### config.mk
export PLATFORM = sky130hd
export DESIGN_NAME = pipeline_hazard_controller
export DESIGN_NICKNAME = d
export VERILOG_FILES = /design/src/rtl/mips_pipe_pkg.sv /design/src/rtl/muldiv_busy_counter.sv /design/src/rtl/pipeline_hazard_controller.sv
export SDC_FILE = /design/constraint.sdc
export NUM_CORES = 1
export LEC_CHECK = 0
export ABC_AREA = 0
export CAP_MARGIN = 40
export CORE_UTILIZATION = 40
export DETAILED_ROUTE_END_ITERATION = 12
export PLACE_DENSITY = 0.85
export SLEW_MARGIN = 5
export SYNTH_ARGS = -nofsm -noshare
export SYNTH_HDL_FRONTEND = slang
export SYNTH_HIERARCHICAL = 1
export SYNTH_SLANG_ARGS = --single-unit
### constraint.sdc
create_clock -name clk -period 4.05 [get_ports clk]
set_input_delay 1.215 -clock clk [delete_from_list [all_inputs] [get_ports clk]]
set_output_delay 1.215 -clock clk [all_outputs]
set_load 0.1 [all_outputs]
### src/rtl/mips_pipe_pkg.sv
// Shared types and codes for the 5-stage MIPS pipeline control blocks.
package mips_pipe_pkg;

    typedef enum logic [1:0] {
        RUN        = 2'd0,
        LOAD_STALL = 2'd1,
        MD_BUSY    = 2'd2
    } hz_state_t;

    localparam logic [4:0] REG_ZERO = 5'd0;

    // Forwarding mux select codes shared with the forwarding unit.
    localparam logic [1:0] FWD_NONE  = 2'b00;
    localparam logic [1:0] FWD_EXMEM = 2'b01;
    localparam logic [1:0] FWD_MEMWB = 2'b10;
    localparam logic [1:0] FWD_LW    = 2'b11;

endpackage

### src/rtl/muldiv_busy_counter.sv
// Down-counter tracking the remaining cycles a mul/div occupies EX; holds at zero.
module muldiv_busy_counter #(
    parameter int CNT_W = 6
) (
    input  logic             clk,
    input  logic             rst_n,
    input  logic             i_load,
    input  logic [CNT_W-1:0] i_load_val,
    input  logic             i_dec,
    output logic [CNT_W-1:0] o_cnt,
    output logic             o_zero
);

    logic [CNT_W-1:0] r_cnt;

    always_ff @(posedge clk or negedge rst_n) begin
        if (!rst_n) begin
            r_cnt <= '0;
        end else if (i_load) begin
            r_cnt <= i_load_val;
        end else if (i_dec && (r_cnt != '0)) begin
            r_cnt <= r_cnt - 1'b1;
        end
    end

    assign o_cnt  = r_cnt;
    assign o_zero = (r_cnt == '0);

endmodule

### src/rtl/pipeline_hazard_controller.sv
// ID-stage stall/flush sequencer: load-use stalls, mul/div busy interlock and taken-branch flush.
module pipeline_hazard_controller
    import mips_pipe_pkg::*;
#(
    parameter int REG_W      = 5,
    parameter int MULDIV_LAT = 32,
    parameter int CNT_W      = 6
) (
    input  logic             clk,
    input  logic             rst_n,
    input  logic             ID_EX_memRead,
    input  logic [REG_W-1:0] ID_EX_rt,
    input  logic [REG_W-1:0] IF_ID_rs,
    input  logic [REG_W-1:0] IF_ID_rt,
    input  logic             IF_ID_usesRt,
    input  logic             ID_isMulDiv,
    input  logic             ID_readsHiLo,
    input  logic             EX_branchTaken,
    output logic             pcWrite,
    output logic             IF_ID_write,
    output logic             IF_ID_flush,
    output logic             ID_EX_bubble,
    output logic             mdBusy,
    output logic [1:0]       o_dbg_state,
    output logic [CNT_W-1:0] o_dbg_md_cnt
);

    hz_state_t        r_state, w_state_nxt;
    logic             r_ld_pend, w_ld_pend_nxt;
    logic             w_load_use, w_ld_use_eff, w_md_busy, w_md_hazard;
    logic             w_stall, w_issue, w_md_zero;
    logic [CNT_W-1:0] w_md_cnt;

    assign w_load_use = ID_EX_memRead && (ID_EX_rt != REG_W'(REG_ZERO)) &&
                        ((ID_EX_rt == IF_ID_rs) || (IF_ID_usesRt && (ID_EX_rt == IF_ID_rt)));
    assign w_md_busy   = (r_state == MD_BUSY);
    assign w_md_hazard = w_md_busy && (ID_isMulDiv || ID_readsHiLo);
    // The cycle after a load-use stall the load sits in MEM/WB and forwarding covers it.
    assign w_ld_use_eff = w_load_use && ((r_state == RUN) || (w_md_busy && !r_ld_pend));
    assign w_stall      = w_ld_use_eff || w_md_hazard;
    assign w_issue      = ID_isMulDiv && !EX_branchTaken && !w_stall && !w_md_busy;

    muldiv_busy_counter #(.CNT_W(CNT_W)) u_md_cnt (
        .clk        (clk),
        .rst_n      (rst_n),
        .i_load     (w_issue),
        .i_load_val (CNT_W'(MULDIV_LAT - 1)),
        .i_dec      (w_md_busy),
        .o_cnt      (w_md_cnt),
        .o_zero     (w_md_zero)
    );

    always_ff @(posedge clk or negedge rst_n) begin
        if (!rst_n) begin
            r_state   <= RUN;
            r_ld_pend <= 1'b0;
        end else begin
            r_state   <= w_state_nxt;
            r_ld_pend <= w_ld_pend_nxt;
        end
    end

    always_comb begin
        w_state_nxt   = r_state;
        w_ld_pend_nxt = 1'b0;
        case (r_state)
            RUN, LOAD_STALL: begin
                if (EX_branchTaken)    w_state_nxt = RUN;
                else if (w_ld_use_eff) w_state_nxt = LOAD_STALL;
                else if (w_issue)      w_state_nxt = MD_BUSY;
                else                   w_state_nxt = RUN;
            end
            MD_BUSY: begin
                // A branch never cancels an in-flight mul/div; only the count ends it.
                if (w_md_zero) begin
                    w_state_nxt = (!EX_branchTaken && w_ld_use_eff) ? LOAD_STALL : RUN;
                end else begin
                    w_state_nxt   = MD_BUSY;
                    w_ld_pend_nxt = !EX_branchTaken && w_ld_use_eff;
                end
            end
            default: w_state_nxt = RUN;
        endcase
    end

    always_comb begin
        pcWrite      = 1'b1;
        IF_ID_write  = 1'b1;
        IF_ID_flush  = 1'b0;
        ID_EX_bubble = 1'b0;
        mdBusy       = w_md_busy;
        if (!rst_n) begin
            pcWrite      = 1'b0;
            IF_ID_write  = 1'b0;
            IF_ID_flush  = 1'b1;
            ID_EX_bubble = 1'b1;
            mdBusy       = 1'b0;
        end else if (EX_branchTaken) begin
            IF_ID_flush  = 1'b1;
            ID_EX_bubble = 1'b1;
        end else if (w_stall) begin
            pcWrite      = 1'b0;
            IF_ID_write  = 1'b0;
            ID_EX_bubble = 1'b1;
        end
    end

    assign o_dbg_state  = r_state;
    assign o_dbg_md_cnt = w_md_cnt;

endmodule
==> reports/metrics.yaml <==
outcome:
  outcome: "finished clean"
layout:
  diodes: 0
  area_growth_pct: 90.65
  layout_common_cells: "clkdlybuf4s50_1, xor2_1, dfrtp_1"
  finalNetCount: 163
  fill_cells: 114
  layout_commonest_cell: "clkdlybuf4s50_1"
  layout-drive-gt1-share_pct: 22.46
  final_cell_area_um2: 1403
die:
  die_y_um: 44.89
  core_area_um2: 1727
  start_util_pct: 42.61
  ios: 35
  chipWidth_um: 44.89
  dieArea_um2: 2015
  rows: 15
flow_run:
  drv_cap: 0
clock_tree:
  clk_pin_slew_ns: 0.06
  cts_tree: "built"
  holdBufCountCts: 0
  cts_max_level: 1
  clock_latency_ns: 0.27
  clockBufferDepth: 2
  root_buffer: "clkbuf_4"
  cts_buffers: 3
  clkSinkCount: 9
yosys:
  synth_top_area_share_pct: 30.61
  synth-edff-count: 0
  syn_inst: 84
  synth.cell_area_um2: 735.7
  yosysTopAreaCell: "dfrtp_1"
  yosysSeqAreaShare_pct: 30.61
  synth_flop_cell: "dfrtp_1"
  yosysWarnings: 6
  synth_cell_types: 38
  synthArstFlopShare_pct: 100.0
  synth.area.top_cells: "dfrtp_1, xor2_1, or4_1"
  syn_area_per_cell_um2: 8.758
  synth_seq_cells: 9
global_route:
  grt_pass1_vias: 855
  top_usage_layer: "met2"
  overflow: 0
  grt_pass1_wl_um: 3594
  grt_usage_pct: 26.32
  grt_use_met1_pct: 24.81
  antenna_found_initial: 0
  grt_max_degree: 10
  met3_usage_pct: 6.400
  grt_util_met2_pct: 49.41
timing:
  max_freq_mhz: 248.1
  final.period_utilization_pct: 99.51
  setup_viol: 0
  tns_ns: 0
  drv_slew: 0
  finalHoldViolations: 0
  skew_ns: 0.001742
  layout_min_cycle_time_ns: 4.030
place:
  gp_congestion: 0.7919
  hpwl_um: 1781
  place_area_um2: 1329
  io_buffers: 34
worst_setup_path:
  cp_max_fo: 3
  startpoint_type: "primary input"
  worst-setup-path-type: "primary input to output port"
  cp.arrival_ns: 2.82
  crit_required_ns: 2.83
  end_kind: "output port"
route:
  dr_total_vias: 890
  dr.pass1.iters: 4
  drtIter0Drc: 15
  post_drt_wl_per_cell_um: 14.79
  drc: 0
  postRouteAntennaNets: 0
  vias_per_cell: 5.460
  postRouteWirelength_um: 2410
power_and_ir_drop:
  peakVddDrop_uv: 164.4
  p_leak_nw: 0.5878
  p_per_area_nw_per_um2: 175.3
hold_path:
  min_path_type: "flip-flop to flip-flop"
[metal layers]
metal  vias to the layer above  wire, um
li1                        417         -
met1                       419       891
met2                        44      1241
met3                        10       190
met4                         0        87
met5                         -         0
[cells in the mapped netlist (all sizes together) (2+ instances only)]
cell	count
nand2	6
nor3	2
nor4	2
buf	3
o31ai	2
dfrtp	9
o21ai	2
o211ai	2
a31oi	2
or4	4
xor2	9
nor3b	2
nor2	4
conb	2
inv	7
or3b	3
ha	2
a21oi	2
o2111ai	4
[cell families after synthesis]
| family | Yosys count | synth area share [%] |
|---|---|---|
| buffers and inverters | 10 | 5.782 |
| xor gates and xnor gates | 10 | 11.91 |
| and+or+nand+nor | 28 | 22.28 |
| AOI/OAI and AO/OA | 23 | 25.00 |
| DFF | 9 | 30.61 |
| other | 2 | 1.021 |
| adders and majority gates | 2 | 3.401 |
[per-stage QoR]
step           setup slack, ns  hold slack, ns  power (mW)  utilization [%]  cells
3_3_place_gp           -0.1572          0.5620      0.1710            70.00    149
5_1_grt             -0.0008293          0.6593      0.2559            81.23    163
4_1_cts               0.003805          0.6237      0.2475            79.57    162
3_5_place_dp           -0.1782          0.6163      0.1725            76.96    157
6_report               0.01975          0.6179      0.2458            81.23    163
2_1_floorplan          0.01908          0.6854      0.1295                -     88
[worst paths after layout]
kind | from | endpoint | slack (ns) | cells after the start
min | u_md_cnt/o_cnt[5]$_DFFE_PN0P_ | u_md_cnt/o_cnt[5]$_DFFE_PN0P_ | 0.62 | 2
min in group asynchronous | rst_n | u_md_cnt/o_cnt[1]$_DFFE_PN0P_ | 1.43 | 2
max reg2reg | o_dbg_state[1]$_DFF_PN0_ | u_md_cnt/o_cnt[3]$_DFFE_PN0P_ | 1.94 | 6
min reg2reg | u_md_cnt/o_cnt[5]$_DFFE_PN0P_ | u_md_cnt/o_cnt[5]$_DFFE_PN0P_ | 0.62 | 2
max in group asynchronous | rst_n | o_dbg_state[0]$_DFF_PN0_ | 2.48 | 2
max | ID_EX_rt[2] | pcWrite | 0.02 | 6
[power breakdown]
part	internal, mW	switching [mW]	leakage, nW
clock network	0.0381	0.0327	0.0150
logic	0.0410	0.0440	0.467
registers	0.0900	0.0000433	0.106
[worst max-delay path, cell delays in order]
cell and delay (ns):
dlygate4sd2_1 0.27, or4_4 0.53, o2111ai_4 0.23, or2b_4 0.17, o221a_4 0.22, buf_12 0.18
[final cells by class]
type                       count  area [um^2]  area share (%)
inverter                       7        26.28           1.873
clock buffer                   4        26.28           1.873
timing repair buffer          49        564.3           40.23
sequential                     9        225.2           16.06
tap                           25        31.28           2.230
multi-input combinational     69        529.3           37.73
[registers in the layout (all words and copies together) (netlist names)]
signal / flops
o_dbg_state: 2
u_md_cnt/o_cnt: 6
r_ld_pend: 1
[timing repair]
item / CTS / global route
pin swaps: 2 / 6
setup endpoints to repair: 3 / 3
setup buffers: 1 / 1
hold endpoints to repair: 0 / 0
gates resized for setup: 7 / 5
Note: power is estimated with default switching activity, not from simulation.
==> RTL change: new RTL, same settings <==
Make the reset (`rst_n`) synchronous in 2 clocked blocks.
--- a/src/rtl/muldiv_busy_counter.sv
+++ b/src/rtl/muldiv_busy_counter.sv
@@ -13,7 +13,7 @@
 
     logic [CNT_W-1:0] r_cnt;
 
-    always_ff @(posedge clk or negedge rst_n) begin
+    always_ff @(posedge clk) begin
         if (!rst_n) begin
             r_cnt <= '0;
         end else if (i_load) begin
--- a/src/rtl/pipeline_hazard_controller.sv
+++ b/src/rtl/pipeline_hazard_controller.sv
@@ -50,7 +50,7 @@
         .o_zero     (w_md_zero)
     );
 
-    always_ff @(posedge clk or negedge rst_n) begin
+    always_ff @(posedge clk) begin
         if (!rst_n) begin
             r_state   <= RUN;
             r_ld_pend <= 1'b0;
Behaviour: differs if rst_n is asserted again (counterexample within 4 cycles, from zero or initial values and one cycle with rst_n low); with rst_n held inactive, the same outputs for 10 cycles.
==> RTL change against the original RTL <==
  * Cell area is 0.89% lower
  * Hold slack lost 0.014 ns
  * Sequential cell count unchanged
  * Clock skew hardly changed
  * Count of clock-buffer cells in the layout is the same
  * Via count is 6.4% lower
  * Setup slack better by 0.063 ns
  * Synthesized area decreased by 0.17%
  * Fmax up 1.6%
  * Routed wire length down 2.9%
  * Critical endpoint is now IF_ID_write
  * Largest cell class is now multi-input gates
  * Highest routed layer unchanged
Power is not compared: it rests on default switching activity, and its combinational part moved more than twofold at a synthesized area within 25%.
==> RTL change: results (changes against the original RTL) <==
Layout
  • Clk cell area share: 0.0189 (+0.000169)
  • Signal buf overhead: 0.404 (+0.00182)
  • Fillers: 120 (+5.3%)
  • Seq area share: 0.130 (-0.0310)
  • Fraction of standard cell area in multi-input logic: 0.406 (+0.0286)

Critical path
  • Slowest-stage cell, CP: clkdlybuf4s50_1
  • CP endpoint: IF_ID_write
  • R2R cell count: 5 (-1)
  • Worst r2r dst: u_md_cnt/o_cnt[5]
  • R2r setup slk: 2.00 ns (+0.06 ns)
  • Worst EP arrival: 2.75 ns (-0.07 ns)
  • CP Launch Point: IF_ID_rs[3]

Logic synthesis
  • Sequential fraction of the synthesis area: 0.245 (-0.0608)
  • Synth cell count leaders: a21oi_1 (9), dfxtp_1 (9), xor2_1 (9)
  • Ys flop type: dfxtp_1
  • Syn Area/Cell: 8.74 µm² (-0.17%)
  • Synth cell types: 34 (-11%)
  • Largest cells by area after synthesis: dfxtp_1 (25%), xor2_1 (11%), a21oi_1 (6.1%), o21ai_0 (4.8%), or4b_4 (3.7%)

Detailed routing
  • Iteration-0 DRC Markers: 10 (-5)
  • Routed len/inst: 14.3 µm (-3.5%)
  • Via count: 833 (-6.4%)
  • Metal-1 WL: 894 µm (+0.34%)

STA
  • Period utilization: 0.980 (-0.0156)

CTS
  • Worst skew pair latency: 0.25 ns (-0.02 ns)

Place
  • RD Place Congestion: 0.840 (+6.0%)
  • DP HPWL: 1640 µm (-7.8%)
  • Area after DPL: 1310 µm² (-1.7%)

Outcome
  • Status: finished clean

Global route
  • Vias in the first global route: 811 (-5.1%)
  • Met2 GRT Util: 0.503 (+0.00882)
  • All-Layer GR Usage: 0.239 (-0.0243)
  • Met3 Usage GRT: 0.0320 (-0.0320)
  • First-pass GRT wire length: 3390 µm (-5.8%)

Worst hold path
  • Hold EP: u_md_cnt/o_cnt[5]
==> RTL change: changes by cell type after synthesis, sizes merged, moves of 3 or more <==
cell   before  now
dfrtp       9    0
dfxtp       0    9
a21oi       2    9
o21ai       2    8
nand2       6    3
or3b        3    0
or4         4    1
==> RTL change: cell families after synthesis <==
| family | count (synthesis) | synth area share |
|---|---|---|
| AOI/OAI and AO/OA | 26 | 0.267 |
| and+or+nand+nor | 22 | 0.208 |
| xor gates and xnor gates | 12 | 0.143 |
| DFF | 9 | 0.245 |
| buffers and inverters | 9 | 0.0630 |
| adders and majority gates | 2 | 0.0341 |
| other | 2 | 0.0102 |
| muxes | 2 | 0.0290 |
==> RTL change: repair_timing <==
| item | CTS | global route |
|---|---|---|
| endpoints found under the setup margin | 3 | 3 |
| pin swaps | 4 | 4 |
| hold buffers | 0 | 0 |
| setup buffers | 2 | 1 |
| resized for setup | 7 | 8 |
